<file path="src/rtl/register_file.sv">
// register_file: multi-ported general-purpose register file.
//
// Holds 2**ADDR_WIDTH registers of DATA_WIDTH bits. It has two
// combinational read ports and one synchronous write port. Register 0 is
// hard-wired to zero. An asynchronous active-low reset clears every register.
//
// Ports:
//   clk        - rising-edge clock for all register writes
//   rst_n      - asynchronous active-low reset; reads return 0 while it is low
//   read_reg1  - index for read port 1 (rs)
//   read_reg2  - index for read port 2 (rt)
//   write_reg  - index for the write port (rd/rt)
//   write_data - value to write
//   reg_write  - write enable
//   read_data1 - operand A, zero-latency read of register[read_reg1]
//   read_data2 - operand B, zero-latency read of register[read_reg2]
//
// Build option:
//   REGFILE_BYPASS_EN - when defined, a read port that addresses the register
//                       being written in the current cycle returns write_data
//                       in that same cycle. When undefined, the port returns
//                       the stored value until the clock edge commits the write.

module register_file #(
    parameter int unsigned DATA_WIDTH = 32,
    parameter int unsigned ADDR_WIDTH = 5
) (
    input  logic                  clk,
    input  logic                  rst_n,
    input  logic [ADDR_WIDTH-1:0] read_reg1,
    input  logic [ADDR_WIDTH-1:0] read_reg2,
    input  logic [ADDR_WIDTH-1:0] write_reg,
    input  logic [DATA_WIDTH-1:0] write_data,
    input  logic                  reg_write,
    output logic [DATA_WIDTH-1:0] read_data1,
    output logic [DATA_WIDTH-1:0] read_data2
);

    localparam int unsigned NUM_REGS = 32'(1) << ADDR_WIDTH;

    logic [DATA_WIDTH-1:0] regs_q [NUM_REGS];
    logic [DATA_WIDTH-1:0] regs_d [NUM_REGS];
    logic                  wr_en_c;

    // A write takes effect only for a known-high enable and a non-zero index.
    // An X enable falls through to the hold path, so the stored state is kept.
    always_comb begin
        wr_en_c = 1'b0;
        if (reg_write && (write_reg != '0)) begin
            wr_en_c = 1'b1;
        end
    end

    // Next-state array: hold everything and overlay the single write.
    always_comb begin
        for (int unsigned i = 0; i < NUM_REGS; i++) begin
            regs_d[i] = regs_q[i];
        end
        if (wr_en_c) begin
            regs_d[write_reg] = write_data;
        end
    end

    // Storage. Reset clears all registers at once, so a write that coincides
    // with reset is dropped.
    always_ff @(posedge clk or negedge rst_n) begin
        if (!rst_n) begin
            for (int unsigned i = 0; i < NUM_REGS; i++) begin
                regs_q[i] <= '0;
            end
        end else begin
            for (int unsigned i = 0; i < NUM_REGS; i++) begin
                regs_q[i] <= regs_d[i];
            end
        end
    end

    // Read port 1: r0 and reset force zero; the optional bypass forwards the write.
    always_comb begin
        read_data1 = '0;
        if (rst_n && (read_reg1 != '0)) begin
            read_data1 = regs_q[read_reg1];
`ifdef REGFILE_BYPASS_EN
            if (wr_en_c && (read_reg1 == write_reg)) begin
                read_data1 = write_data;
            end
`endif
        end
    end

    // Read port 2: same behaviour as port 1.
    always_comb begin
        read_data2 = '0;
        if (rst_n && (read_reg2 != '0)) begin
            read_data2 = regs_q[read_reg2];
`ifdef REGFILE_BYPASS_EN
            if (wr_en_c && (read_reg2 == write_reg)) begin
                read_data2 = write_data;
            end
`endif
        end
    end

endmodule

</file>
<file path="config.mk">
export PLATFORM = sky130hd
export DESIGN_NAME = register_file
export DESIGN_NICKNAME = d
export VERILOG_FILES = /design/src/rtl/register_file.sv
export SDC_FILE = /design/constraint.sdc
export NUM_CORES = 2
export LEC_CHECK = 0
export CAP_MARGIN = 40
export CORE_MARGIN = 1.5
export CORE_UTILIZATION = 30
export DETAILED_ROUTE_END_ITERATION = 6
export GPL_TIMING_DRIVEN = 1
export PLACE_DENSITY = 0.51
export SLEW_MARGIN = 20
export SYNTH_ARGS = -nofsm -noshare
export SYNTH_HDL_FRONTEND = slang
export SYNTH_SLANG_ARGS = --single-unit
</file>
<file path="constraint.sdc">
create_clock -name clk -period 5.3 [get_ports clk]
set_input_delay 0.53 -clock clk [delete_from_list [all_inputs] [get_ports clk]]
set_output_delay 0.53 -clock clk [all_outputs]
set_load 0.01 [all_outputs]
</file>
# Word level (Yosys, flattened, before mapping)
# Index checks and enable logic that the tools add are counted.
# W data, S select, Z words.
dict set report totals {
  reg_bits 1024
  out_inout_bits 64
}
dict set report op_classes {
  magnitude_cmp 4
  muxes 12
  bitwise_logic 3
  n_reduce_logical 7
}
# operator count
set op_table {}
lappend op_table {{$bwmux W1024} 1}
lappend op_table {{$bmux W32 S5} 2}
lappend op_table {{$mux W32} 7}
lappend op_table {{$demux W32 S5} 1}
lappend op_table {{$ge A6 B6 Y1 const B} 3}
lappend op_table {{$not A5 Y6} 3}
lappend op_table {{$reduce_bool A5 Y1} 3}
lappend op_table {{$lt A6 B1 Y1 const B} 1}
lappend op_table {{$logic_and A1 B1 Y1} 4}
lappend op_table {{$mux W1} 1}

# Longest topological paths before layout
dict set report logic_depth {
  word_depth 6
  ltp_mapped 8
}

# Worst setup path before layout
# No wires, ideal clock.
dict set report synth_timing {
  path_kind {input to output}
  startpoint {in read_reg1[1]}
  endpoint {out read_data1[10]}
  arrival_time_ps 2029
  t_required_ps 4770
  setup_slack_ps 2741
  stages 7
  n_path_buf 3
  path_cell_list {buf_2 -> buf_4 -> buf_1 -> mux4_2 -> a22o_1 -> a31oi_1 -> nand4_1}
}
dict set report synth_via {
  elab_chain_cells 5
}
# element line
set synth_rtl {}
lappend synth_rtl {{from (decl)} 30} ;# input logic [ADDR_WIDTH-1:0] read_reg1,
lappend synth_rtl {{$not A5 Y6 (implied by the code)} 82} ;# read_data1 = regs_q[read_reg1];
lappend synth_rtl {{$bmux W32 S5} 82}
lappend synth_rtl {{$mux W32 (implied by the code) (2 in a row)} 82}
lappend synth_rtl {{$mux W32 *} 81} ;# if (rst_n && (read_reg1 != '0)) begin
lappend synth_rtl {{to (decl)} 35} ;# output logic [DATA_WIDTH-1:0] read_data1,
# Every way passes the cells marked *; elsewhere a longest branch is shown, timed or not. The select of a mux whose other input is x is not followed.

# Worst setup path after layout
dict set report layout_timing {
  startpoint {in rst_n}
  endpoint {out read_data2[14]}
}
dict set report layout_via {
  elab_chain_cells 2
}
# element line
set layout_rtl {}
lappend layout_rtl {{from (decl)} 29} ;# input logic rst_n,
lappend layout_rtl {{$logic_and A1 B1 Y1} 94} ;# if (rst_n && (read_reg2 != '0)) begin
lappend layout_rtl {{$mux W32} 94}
lappend layout_rtl {{to (decl)} 36} ;# output logic [DATA_WIDTH-1:0] read_data2
# Every way passes these cells.

==> results_dict.tcl <==
set metrics [dict create \
    status "complete, no violations" \
    path_cells "dlygate4sd3_1 -> buf_8 -> buf_4 -> nor4bb_4 -> buf_4 -> a22oi_1 -> nand4_1 -> clkdlybuf4s50_1" \
    finalNetCount 4006 \
    area_growth_pct 15.65 \
    reg2regPathDepth 1 \
    track_usage 0.2166 \
    critPathMaxStageDelay_ps 640 \
    critPathLaunchType "primary input" \
    clock_latency_ps 730 \
    initial_core_util 0.3018 \
    cts_num_sinks 1024 \
    grt.overflow.total 0 \
    core_um2 180500 \
    crit_required_ps 4770 \
    setup_tns_ps 0 \
    yosysTopAreaCell "dfrtp_1" \
    nFillCells 17470 \
    grt_pass1_wl_um 289300 \
    io_pins 114 \
    vias 36520 \
    synth_commonest_cells "dfrtp_1, mux2_2, mux2i_1" \
    arrival_ps 4090 \
    synth_area_leaders "dfrtp_1, mux2_2, mux4_2" \
    gp_congestion 0.8222 \
    die_area_um2 184200 \
    drt_iter0_markers 2895 \
    slew-limit-headroom 0.3403 \
    seqCellArea_um2 25620 \
    top_regs "regs_q: 1024 flops" \
    htreeDepth 3 \
    final_layout_size_suffix_gt1_frac 0.4137 \
    ys.flop_type "dfrtp_1" \
    crit_top_cell "buf_4" \
    hp-class "primary input to asynchronous set/reset pin" \
    wl_per_cell_um 31.49 \
    portBuffers 113 \
    fmax_mhz 216.4 \
    yosysTopAreaCellShare 0.4702 \
    syn-cell-area_um2 54490 \
    hold_violations 0 \
    routed_wl_um 202200 \
    dp_hpwl_um 129400 \
    yosys.cell_types.count 35 \
    cts_tree "done" \
    grt_max_degree 174 \
    finalMaxSlewViolations 0 \
    drc 0 \
    cts.path.max_buffers 3 \
    cts-root-buf "clkbuf_16" \
    final_antenna_net_count 0 \
    critical_path.endpoint_type "output pin" \
    peakVddDrop_uv 256.0 \
    fin_crit_sh 0.8720 \
    synth-async-reset-ratio 1.000 \
    grt_pass1_vias 37510 \
    r2r_setup_slack_ps 4480 \
    skew_ps 0 \
    top_register "regs_q" \
    synth_cells 3995 \
    ys.warnings.count 0 \
    setup-violations-final 0 \
    syn_area_per_cell_um2 13.64 \
    rsz0062_at_grt "false" \
    ys_seq_area_frac 0.4702 \
    worst_pin_slew_ps 989.5 \
    cts_resized 0 \
    pwr_density_cell_nw_per_um2 369.0 \
    antenna_found_initial 19 \
    post_cts_buffers 0 \
    numCtsBuffers 113 \
    synth_edf_count 0 \
    cts_hold_buf 1 \
    multi_input_area_um2 27190 \
    path_max_fanout 39 \
    die_w_um 429.2 \
    clkTransAtPathRegs_ps 60 \
    syn-num-nets 4045 \
    vias_per_cell 5.687 \
    postSynthRegisterBits 1024 \
    first_pass_iters 5 \
    path_class "primary input to output pin" \
    crit_slowest_cell "clkdlybuf4s50_1" \
    r2r-start "regs_q[789]$_DFFE_PN0P_" \
    die_h_um 429.2 \
    fin_crit_ps 4622 \
    synthMostInstantiatedCell "dfrtp_1" \
    fp-row-count 156 \
    final_core_utilization 0.3490 \
    largest_reg_flops 1024 \
    r2r-end "regs_q[789]$_DFFE_PN0P_" \
    cellLeakagePower_uw 0.02766 \
    maxCapViolCount 0 \
]
metal layers:
layer,GRT usage,vias up,share of wire
met5,0,-,0.00019
met4,0.08179,6,0.037
met3,0.03018,344,0.051
met2,0.3613,1114,0.49
met1,0.2845,19900,0.42
li1,-,15150,-
where the power goes:
group | internal, µW | leakage (µW) | switching, µW
Clock | 4950 | 0.00192 | 3400
Combinational | 2510 | 0.0126 | 1990
Sequential | 9310 | 0.0131 | 1100
critical path: cells and delay by family:
kind                   cells  cell delay, ps
and+or+nand+nor            2             740
buffers and inverters      5            2490
AOI/OAI and AO/OA          1             250
cells by family after synthesis:
family | share of synthesized area
compound gates | 0.05214
buf+inv | 0.03784
flops | 0.4702
mux | 0.4047
simple gates | 0.03513
layout by cell type, fill, tap and decap left out, types with 3 or more instances in the layout:
| cell | netlist | final |
|---|---|---|
| a22oi_1 | 264 | 264 |
| dfrtp_1 | 1024 | 1024 |
| and3_1 | 28 | 26 |
| a32oi_1 | 7 | 7 |
| buf_16 | 0 | 15 |
| buf_2 | 158 | 4 |
| nand2_1 | 73 | 64 |
| a21oi_1 | 60 | 60 |
| buf_12 | 0 | 34 |
| clkbuf_1 | 235 | 26 |
| clkinv_2 | 0 | 25 |
| mux2i_1 | 520 | 520 |
| diode_2 | 0 | 5 |
| nor2_1 | 22 | 4 |
| a32o_1 | 5 | 5 |
| buf_4 | 45 | 116 |
| nand3_1 | 135 | 131 |
| a22o_1 | 25 | 25 |
| bufinv_16 | 0 | 14 |
| mux4_2 | 252 | 252 |
| clkbuf_16 | 0 | 117 |
| a31oi_1 | 30 | 30 |
| buf_6 | 0 | 7 |
| buf_8 | 0 | 18 |
| nand4_1 | 62 | 62 |
| nor2b_1 | 12 | 4 |
| nor2b_4 | 0 | 8 |
| inv_6 | 0 | 3 |
| clkdlybuf4s50_1 | 0 | 102 |
| nand2_4 | 0 | 6 |
| clkbuf_8 | 0 | 18 |
| and2_2 | 0 | 6 |
| nor2_4 | 0 | 18 |
| nand2_2 | 0 | 3 |
| mux2_1 | 7 | 7 |
| nand3_4 | 0 | 3 |
| mux2_2 | 985 | 985 |
| nor3b_2 | 2 | 3 |
final cells by class:
cell class              count  share of cell area
multi-input cells        2520              0.4315
flip-flops and latches   1024              0.4066
repair buffers            297             0.05339
clock buffers             161             0.05194
well taps                2370             0.04705
clock inverters            44            0.009332
diodes                      5           0.0001985
worst max path at each step:
| stage | from | end |
|---|---|---|
| 6_report | rst_n | read_data2[14] |
| 5_1_grt | rst_n | read_data2[14] |
| 4_1_cts | rst_n | read_data2[14] |
| 3_5_place_dp | read_reg2[4] | read_data2[13] |
| 3_3_place_gp | read_reg2[0] | read_data2[11] |
| 2_1_floorplan | read_reg1[1] | read_data1[10] |
per-stage QoR:
stage / cells / power (µW) / hold slack (ps) / area, µm² / worst slack (ps)
5_1_grt: 6418 / 24270 / 224.7 / 63010 / 523.8
6_report: 6421 / 23260 / 216.3 / 63020 / 678.2
2_1_floorplan: 3995 / 13380 / 234.4 / 54490 / 2741
4_1_cts: 6414 / 23410 / 173.7 / 62950 / 643.1
3_3_place_gp: 6164 / 14830 / 376.3 / 58250 / 1116
3_5_place_dp: 6208 / 14990 / 382.3 / 59080 / 1129
Note: power is estimated with default switching activity, not from simulation.
